<file path="src/rtl/lock_pkg.sv">
// Shared types and helpers for the combination-lock front end.
//   state_t        : sequencing states of code_entry
//   onehot_to_idx  : binary index of the set bit of a one-hot vector (up to 32 bits)
//   DEF_*          : default parameter values
package lock_pkg;

    typedef enum logic [2:0] {
        IDLE,
        COLLECT,
        CHECK,
        UNLOCK,
        LOCKOUT
    } state_t;

    localparam int DEF_N_BUTTONS      = 4;
    localparam int DEF_CODE_LEN       = 2;
    localparam int DEF_TIMEOUT_CYCLES = 50_000_000;
    localparam int DEF_UNLOCK_CYCLES  = 100_000_000;
    localparam int DEF_MAX_FAILS      = 3;
    localparam int DEF_LOCKOUT_CYCLES = 500_000_000;

    // OR-reduction encoder: correct only when exactly one bit is set, which
    // the caller guarantees before using the result.
    function automatic logic [4:0] onehot_to_idx(input logic [31:0] onehot);
        logic [4:0] idx;
        idx = '0;
        for (int i = 0; i < 32; i++) begin
            if (onehot[i]) idx = idx | 5'(i);
        end
        return idx;
    endfunction

endpackage

</file>
<file path="src/rtl/btn_sync_edge.sv">
// Button input path: 2-flop synchroniser per button, rising-edge detect
// against the previous synchronised value, single-press qualification and
// one-hot to binary encode. Result is registered.
//   clk, rst_n   : clock, async active-low reset
//   btn          : raw asynchronous active-high buttons
//   press_valid  : one-cycle pulse, exactly one button rose
//   press_idx    : index of that button (0 when press_valid is low)
module btn_sync_edge
    import lock_pkg::*;
#(
    parameter int N_BUTTONS = DEF_N_BUTTONS
) (
    input  logic                         clk,
    input  logic                         rst_n,
    input  logic [N_BUTTONS-1:0]         btn,
    output logic                         press_valid,
    output logic [$clog2(N_BUTTONS)-1:0] press_idx
);

    localparam int IDX_W = $clog2(N_BUTTONS);

    logic [N_BUTTONS-1:0] sync1_q, sync1_d;
    logic [N_BUTTONS-1:0] sync2_q, sync2_d;
    logic [N_BUTTONS-1:0] hist_q,  hist_d;
    logic                 press_valid_q, press_valid_d;
    logic [IDX_W-1:0]     press_idx_q,   press_idx_d;
    logic [N_BUTTONS-1:0] rise;
    logic                 single;

    // NOTE: every combinational output gets a default before any branch so no
    // path leaves it unassigned -- that is what keeps latches from appearing.
    always_comb begin
        sync1_d = btn;
        sync2_d = sync1_q;
        hist_d  = sync2_q;
        rise    = sync2_q & ~hist_q;
        // Power-of-two test: non-zero with no second bit set.
        single  = (rise != '0) && ((rise & (rise - N_BUTTONS'(1))) == '0);
        press_valid_d = single;
        press_idx_d   = single ? IDX_W'(onehot_to_idx(32'(rise))) : '0;
    end

    // NOTE: state registers use non-blocking assignments so every flop samples
    // the pre-edge values, independent of statement order.
    always_ff @(posedge clk or negedge rst_n) begin
        if (!rst_n) begin
            sync1_q       <= '0;
            sync2_q       <= '0;
            hist_q        <= '0;
            press_valid_q <= 1'b0;
            press_idx_q   <= '0;
        end else begin
            sync1_q       <= sync1_d;
            sync2_q       <= sync2_d;
            hist_q        <= hist_d;
            press_valid_q <= press_valid_d;
            press_idx_q   <= press_idx_d;
        end
    end

    assign press_valid = press_valid_q;
    assign press_idx   = press_idx_q;

endmodule

</file>
<file path="src/rtl/code_entry.sv">
// Lock sequencing: collects CODE_LEN button presses into `entered`, samples
// the comparator's `match` for one CHECK cycle, then opens the lock or counts
// a failure, entering lockout after MAX_FAILS consecutive failures.
//   clk, rst_n     : clock, async active-low reset
//   btn            : raw buttons
//   clear          : abort current attempt (COLLECT) or end UNLOCK early
//   match          : combinational comparator result for `entered`
//   entered        : assembled code, first press in the MSBs
//   entered_valid  : high during the CHECK cycle
//   digit_count    : presses accepted in this attempt
//   unlock         : lock-open level
//   fail_count     : consecutive failed attempts
//   locked_out     : high while input is ignored
module code_entry
    import lock_pkg::*;
#(
    parameter int N_BUTTONS      = DEF_N_BUTTONS,
    parameter int CODE_LEN       = DEF_CODE_LEN,
    parameter int TIMEOUT_CYCLES = DEF_TIMEOUT_CYCLES,
    parameter int UNLOCK_CYCLES  = DEF_UNLOCK_CYCLES,
    parameter int MAX_FAILS      = DEF_MAX_FAILS,
    parameter int LOCKOUT_CYCLES = DEF_LOCKOUT_CYCLES
) (
    input  logic                                    clk,
    input  logic                                    rst_n,
    input  logic [N_BUTTONS-1:0]                    btn,
    input  logic                                    clear,
    input  logic                                    match,
    output logic [CODE_LEN*$clog2(N_BUTTONS)-1:0]   entered,
    output logic                                    entered_valid,
    output logic [$clog2(CODE_LEN+1)-1:0]           digit_count,
    output logic                                    unlock,
    output logic [$clog2(MAX_FAILS+1)-1:0]          fail_count,
    output logic                                    locked_out
);

    localparam int IDX_W = $clog2(N_BUTTONS);
    localparam int W     = CODE_LEN * IDX_W;
    localparam int DC_W  = $clog2(CODE_LEN + 1);
    localparam int FC_W  = $clog2(MAX_FAILS + 1);

    // One duty counter covers the longest of the three timed intervals.
    localparam int MAX_CYC_A = (TIMEOUT_CYCLES > UNLOCK_CYCLES) ? TIMEOUT_CYCLES : UNLOCK_CYCLES;
    localparam int MAX_CYC   = (MAX_CYC_A > LOCKOUT_CYCLES) ? MAX_CYC_A : LOCKOUT_CYCLES;
    localparam int CNT_W     = (MAX_CYC > 1) ? $clog2(MAX_CYC) : 1;

    logic             press_valid;
    logic [IDX_W-1:0] press_idx;

    state_t           state_q,       state_d;
    logic [CNT_W-1:0] cnt_q,         cnt_d;
    logic [W-1:0]     entered_q,     entered_d;
    logic [DC_W-1:0]  digit_count_q, digit_count_d;
    logic [FC_W-1:0]  fail_count_q,  fail_count_d;
    logic             unlock_q,      unlock_d;
    logic             locked_out_q,  locked_out_d;

    btn_sync_edge #(
        .N_BUTTONS (N_BUTTONS)
    ) u_btn (
        .clk         (clk),
        .rst_n       (rst_n),
        .btn         (btn),
        .press_valid (press_valid),
        .press_idx   (press_idx)
    );

    always_comb begin
        state_d       = state_q;
        cnt_d         = cnt_q;
        entered_d     = entered_q;
        digit_count_d = digit_count_q;
        fail_count_d  = fail_count_q;

        unique case (state_q)
            IDLE: begin
                if (press_valid) begin
                    entered_d     = W'(press_idx);
                    digit_count_d = DC_W'(1);
                    state_d       = (CODE_LEN == 1) ? CHECK : COLLECT;
                end
            end

            COLLECT: begin
                if (clear || (!press_valid && cnt_q == CNT_W'(TIMEOUT_CYCLES - 1))) begin
                    // Abandoned attempt: not a failure, fail_count untouched.
                    entered_d     = '0;
                    digit_count_d = '0;
                    state_d       = IDLE;
                end else if (press_valid) begin
                    // Size cast keeps the low W bits, dropping the oldest digit.
                    entered_d     = W'({entered_q, press_idx});
                    digit_count_d = digit_count_q + DC_W'(1);
                    cnt_d         = '0;
                    if (digit_count_q + DC_W'(1) == DC_W'(CODE_LEN)) state_d = CHECK;
                end else begin
                    cnt_d = cnt_q + CNT_W'(1);
                end
            end

            CHECK: begin
                digit_count_d = '0;
                if (match) begin
                    fail_count_d = '0;
                    state_d      = UNLOCK;
                end else if (fail_count_q + FC_W'(1) == FC_W'(MAX_FAILS)) begin
                    fail_count_d = FC_W'(MAX_FAILS);
                    state_d      = LOCKOUT;
                end else begin
                    fail_count_d = fail_count_q + FC_W'(1);
                    state_d      = IDLE;
                end
            end

            UNLOCK: begin
                if (clear || cnt_q == CNT_W'(UNLOCK_CYCLES - 1)) state_d = IDLE;
                else                                             cnt_d   = cnt_q + CNT_W'(1);
            end

            LOCKOUT: begin
                if (cnt_q == CNT_W'(LOCKOUT_CYCLES - 1)) begin
                    fail_count_d = '0;
                    state_d      = IDLE;
                end else begin
                    cnt_d = cnt_q + CNT_W'(1);
                end
            end

            default: state_d = IDLE;
        endcase

        if (state_d != state_q) cnt_d = '0;

        // Level outputs track the state being entered so they are flops.
        unlock_d     = (state_d == UNLOCK);
        locked_out_d = (state_d == LOCKOUT);
    end

    always_ff @(posedge clk or negedge rst_n) begin
        if (!rst_n) begin
            state_q       <= IDLE;
            cnt_q         <= '0;
            entered_q     <= '0;
            digit_count_q <= '0;
            fail_count_q  <= '0;
            unlock_q      <= 1'b0;
            locked_out_q  <= 1'b0;
        end else begin
            state_q       <= state_d;
            cnt_q         <= cnt_d;
            entered_q     <= entered_d;
            digit_count_q <= digit_count_d;
            fail_count_q  <= fail_count_d;
            unlock_q      <= unlock_d;
            locked_out_q  <= locked_out_d;
        end
    end

    assign entered       = entered_q;
    assign entered_valid = (state_q == CHECK);
    assign digit_count   = digit_count_q;
    assign unlock        = unlock_q;
    assign fail_count    = fail_count_q;
    assign locked_out    = locked_out_q;

endmodule

</file>
<file path="config.mk">
export PLATFORM = sky130hd
export DESIGN_NAME = code_entry
export DESIGN_NICKNAME = d
export VERILOG_FILES = /design/src/rtl/lock_pkg.sv /design/src/rtl/btn_sync_edge.sv /design/src/rtl/code_entry.sv
export SDC_FILE = /design/constraint.sdc
export NUM_CORES = 1
export LEC_CHECK = 0
export CAP_MARGIN = 0
export CORE_UTILIZATION = 40
export CTS_CLUSTER_DIAMETER = 120
export DETAILED_ROUTE_END_ITERATION = 12
export PLACE_DENSITY_LB_ADDON = 0.1
export SETUP_SLACK_MARGIN = 0.05
export SYNTH_ARGS = -nofsm -noshare
export SYNTH_HDL_FRONTEND = slang
export SYNTH_SLANG_ARGS = --single-unit
export TNS_END_PERCENT = 30
</file>
<file path="constraint.sdc">
create_clock -name clk -period 2.4 [get_ports clk]
set_input_delay 0.24 -clock clk [delete_from_list [all_inputs] [get_ports clk]]
set_output_delay 0.24 -clock clk [all_outputs]
set_load 0.05 [all_outputs]
</file>
==> out/results.txt <==
worst path bufs/invs -> 2
Crit path max-delay family -> simple AND/OR/NAND/NOR gates
post-route insts no fill -> 503
Highest Clock Rate -> 441 MHz
syn_nets -> 337
Port Buffer Count -> 18
GP Congestion -> 0.902
drt wl/cell -> 16.7 microns
Worst Setup End Kind -> register
P&R area growth vs syn -> 26.7%
# diodes -> 0
initial core utilization -> 41.7%
CP arrival -> 2.51 ns
crit-path cells -> or4b_2 > nor4_4 > a21oi_4 > buf_4 > buf_4 > nand4_1 > xor2_1 > nor2_1
Synth Area in Compound Gates -> 16.9%
mux cell area share after synthesis -> 0%
largest family of logic cells by synthesized area -> simple AND/OR/NAND/NOR gates
cell area after synthesis -> 3240 sq um
Simple-Gate Fraction of Synth Area -> 30.8%
Worst-Margin Slew -> 0.714 ns
fin crit share -> 94.4%
first-pass iteration count of the detailed router -> 5
Top FF cell, synth -> dfrtp_1
post-synthesis async set-or-reset flop share -> 100%
CTS tree -> done
Clock transition at path regs -> 0.08 ns
die extent in x -> 92.0 microns
Hold Vio Cnt, Final -> 0
1st-iter DRT viols -> 170
Synth Register Bits -> 57
synth unique cells -> 67
DR DRC count -> 0
CP max FO -> 4
vertical die dimension -> 92.0 microns
Synth area leaders -> dfrtp_1, nand4_1, a21oi_2, xor2_1, nand2_1
initial antenna violation count -> 0
Via density -> 5.64
Final min period -> 2.27 ns
Syn Area/Cell -> 9.94 sq um
area leader, netlist -> dfrtp_1
final setup TNS -> 0 ns
sequential share of the synthesized area -> 44.0%
Yosys Warn Count -> 0
Max stage delay on crit path -> 0.67 ns
pwr/cell area -> 748 nW/um^2
final max-slew violation count -> 0
Worst-Skew Late Latency -> 0.35 ns
Mapped Cells -> 326
required time worst endpoint -> 2.65 ns
Synth Area in XOR/XNOR -> 2.97%
max cap viols -> 0
RSZ-0062 raised after global routing -> false
LEAKAGE -> 1.71 nW
I/O pin cnt -> 19
H-Tree Level Count -> 3
met3 routed wirelength -> 352 microns
largest net degree at the start of global routing -> 32
fraction of layout cells with a size suffix above 1 -> 28.2%
GRT overflow -> 0
Synth Area in Adders -> 1.16%
# clock sinks -> 57
top sig layer -> met4
dpl ws -> 0.0167 ns
Slowest-stage cell, CP -> or4b_2
crit path kind -> reg -> reg
wl on met1 -> 3960 microns
Worst Setup Start Kind -> register
die area -> 8460 sq um
Post-Route WL -> 8380 microns
PnR worst setup slack -> 0.135 ns
most used cell, CP -> buf_4
clk_skew -> 0.00619 ns
Hold WC Path Type -> in -> reg
status -> finished clean
CTS Buffer Depth -> 2
endpoints failing setup -> 0
Routed Antenna Nets -> 0
R2R Setup Slk -> 0.13 ns
first-pass GRT wire length -> 14100 microns
vias in the first global route -> 2832
Synth top area share -> 44.0%
core area -> 7770 sq um
placed cell count -> 475
TritonCTS Buffers -> 9
worst vdd ir -> 0.307 mV
Post-synth EDFFs -> 0
post-route core utilization -> 52.8%
root buffer cell -> clkbuf_8
vias -> 2839
hpwl dp -> 6100 microns
All-Layer GR Usage -> 21.5%
Max transition margin -> 52.4%
routed wire length on met2 -> 3980 microns
Rows -> 32
Layout Nets -> 407
-- sequential cells by signal (all words and copies together) (netlist names), 2 cells and up --
name             cells
u_btn.sync1_q        4
cnt_q               29
u_btn.press_idx      2
u_btn.hist_d         4
entered              4
state_q              3
u_btn.hist_q         4
fail_count           2
digit_count          2
-- path summary, 6_finish.rpt --
path | startpoint | end | cells after the start
worst max-delay path | cnt_q[27] | cnt_q[17] | 8
max in group asynchronous | rst_n | cnt_q[7] | 3
worst min register to register | u_btn.sync1_q[2] | u_btn.hist_d[2] | 0
worst min-delay path | btn[2] | u_btn.sync1_q[2] | 1
worst max register to register | cnt_q[27] | cnt_q[17] | 8
min in group asynchronous | rst_n | cnt_q[18] | 2
-- area by class of cell --
cell class                      instances  area (sq um)
Timing Repair Buffer                   73           613
Fill cell                             719          3660
Multi-Input combinational cell        244          1710
Tap cell                              102           128
Inverter                               11          41.3
Clock buffer                            9           124
Clock inverter                          7          61.3
Sequential cell                        57          1430
-- routing by layer --
metal / vias to the layer above / GRT usage (%)
li1: 1374 / -
met1: 1383 / 28.9
met2: 75 / 34.8
met3: 7 / 5.06
met4: 0 / 5.34
met5: - / 0
-- Yosys cell counts (5+ instances only) --
| cell | n |
|---|---|
| dfrtp_1 | 57 |
| nand2_1 | 24 |
| nor2_1 | 20 |
| nand4_1 | 16 |
| o21ai_0 | 16 |
| a21oi_1 | 12 |
| nand3_1 | 12 |
| a21oi_2 | 11 |
| inv_1 | 11 |
| or4_1 | 11 |
| xor2_1 | 11 |
| or3_1 | 8 |
| o31ai_1 | 7 |
| and3_1 | 6 |
| clkbuf_1 | 6 |
| nor4_1 | 6 |
| and2_1 | 5 |
| nor2b_1 | 5 |
| nor3_1 | 5 |
-- worst register-to-register path: cells and delay by family (launching register included) --
| family | cells | cell delay, ns |
|---|---|---|
| flip-flops | 1 | 0.43 |
| XOR/XNOR | 1 | 0.15 |
| AO/OA/AOI/OAI | 1 | 0.13 |
| AND/OR/NAND/NOR | 4 | 1.16 |
| buffers and inverters | 2 | 0.29 |
-- cells in the final DEF (no fill, tap or decap), drive strengths merged, types with 9 or more instances in the layout --
| master | Yosys | routed |
|---|---|---|
| xor2 | 11 | 11 |
| clkdlybuf4s50 | 0 | 16 |
| nand3 | 13 | 13 |
| a21oi | 23 | 23 |
| inv | 11 | 15 |
| o21ai | 17 | 17 |
| nor2 | 22 | 22 |
| nand2 | 25 | 25 |
| or3 | 9 | 9 |
| clkbuf | 7 | 9 |
| buf | 7 | 56 |
| nand4 | 18 | 18 |
| dfrtp | 57 | 57 |
| or4 | 11 | 11 |
-- cells by family after synthesis --
kind of cell / after synthesis
AO/OA/AOI/OAI: 74
XOR/XNOR: 11
adder cells (fa/ha/maj): 3
buffers and inverters: 25
flip-flops: 57
AND/OR/NAND/NOR: 156
-- timing repair --
item,CTS,global route
pin swaps,2,5
endpoints found under the setup margin,1,33
buffers inserted,2,8
resized for setup,1,11
cloned,0,1
hold buffers,1,0
endpoints found under the hold margin,29,0
-- through the flow --
step                hold WS (ns)  total power [mW]  area (sq um)
floorplan                -0.0556              1.81          3240
global placement           0.333              2.17          3780
detailed placement         0.336              2.18          3780
CTS                        0.306              3.08          4000
global route               0.309              3.26          4100
finish                     0.325              3.07          4100
-- report_power, final --
| part | total, mW | switching (mW) | internal, mW | leakage, nW |
|---|---|---|---|---|
| registers | 1.10 | 0.0692 | 1.03 | 0.747 |
| logic | 1.12 | 0.672 | 0.448 | 0.871 |
| clock network | 0.848 | 0.455 | 0.393 | 0.0888 |
(Power assumes the default switching activity.)
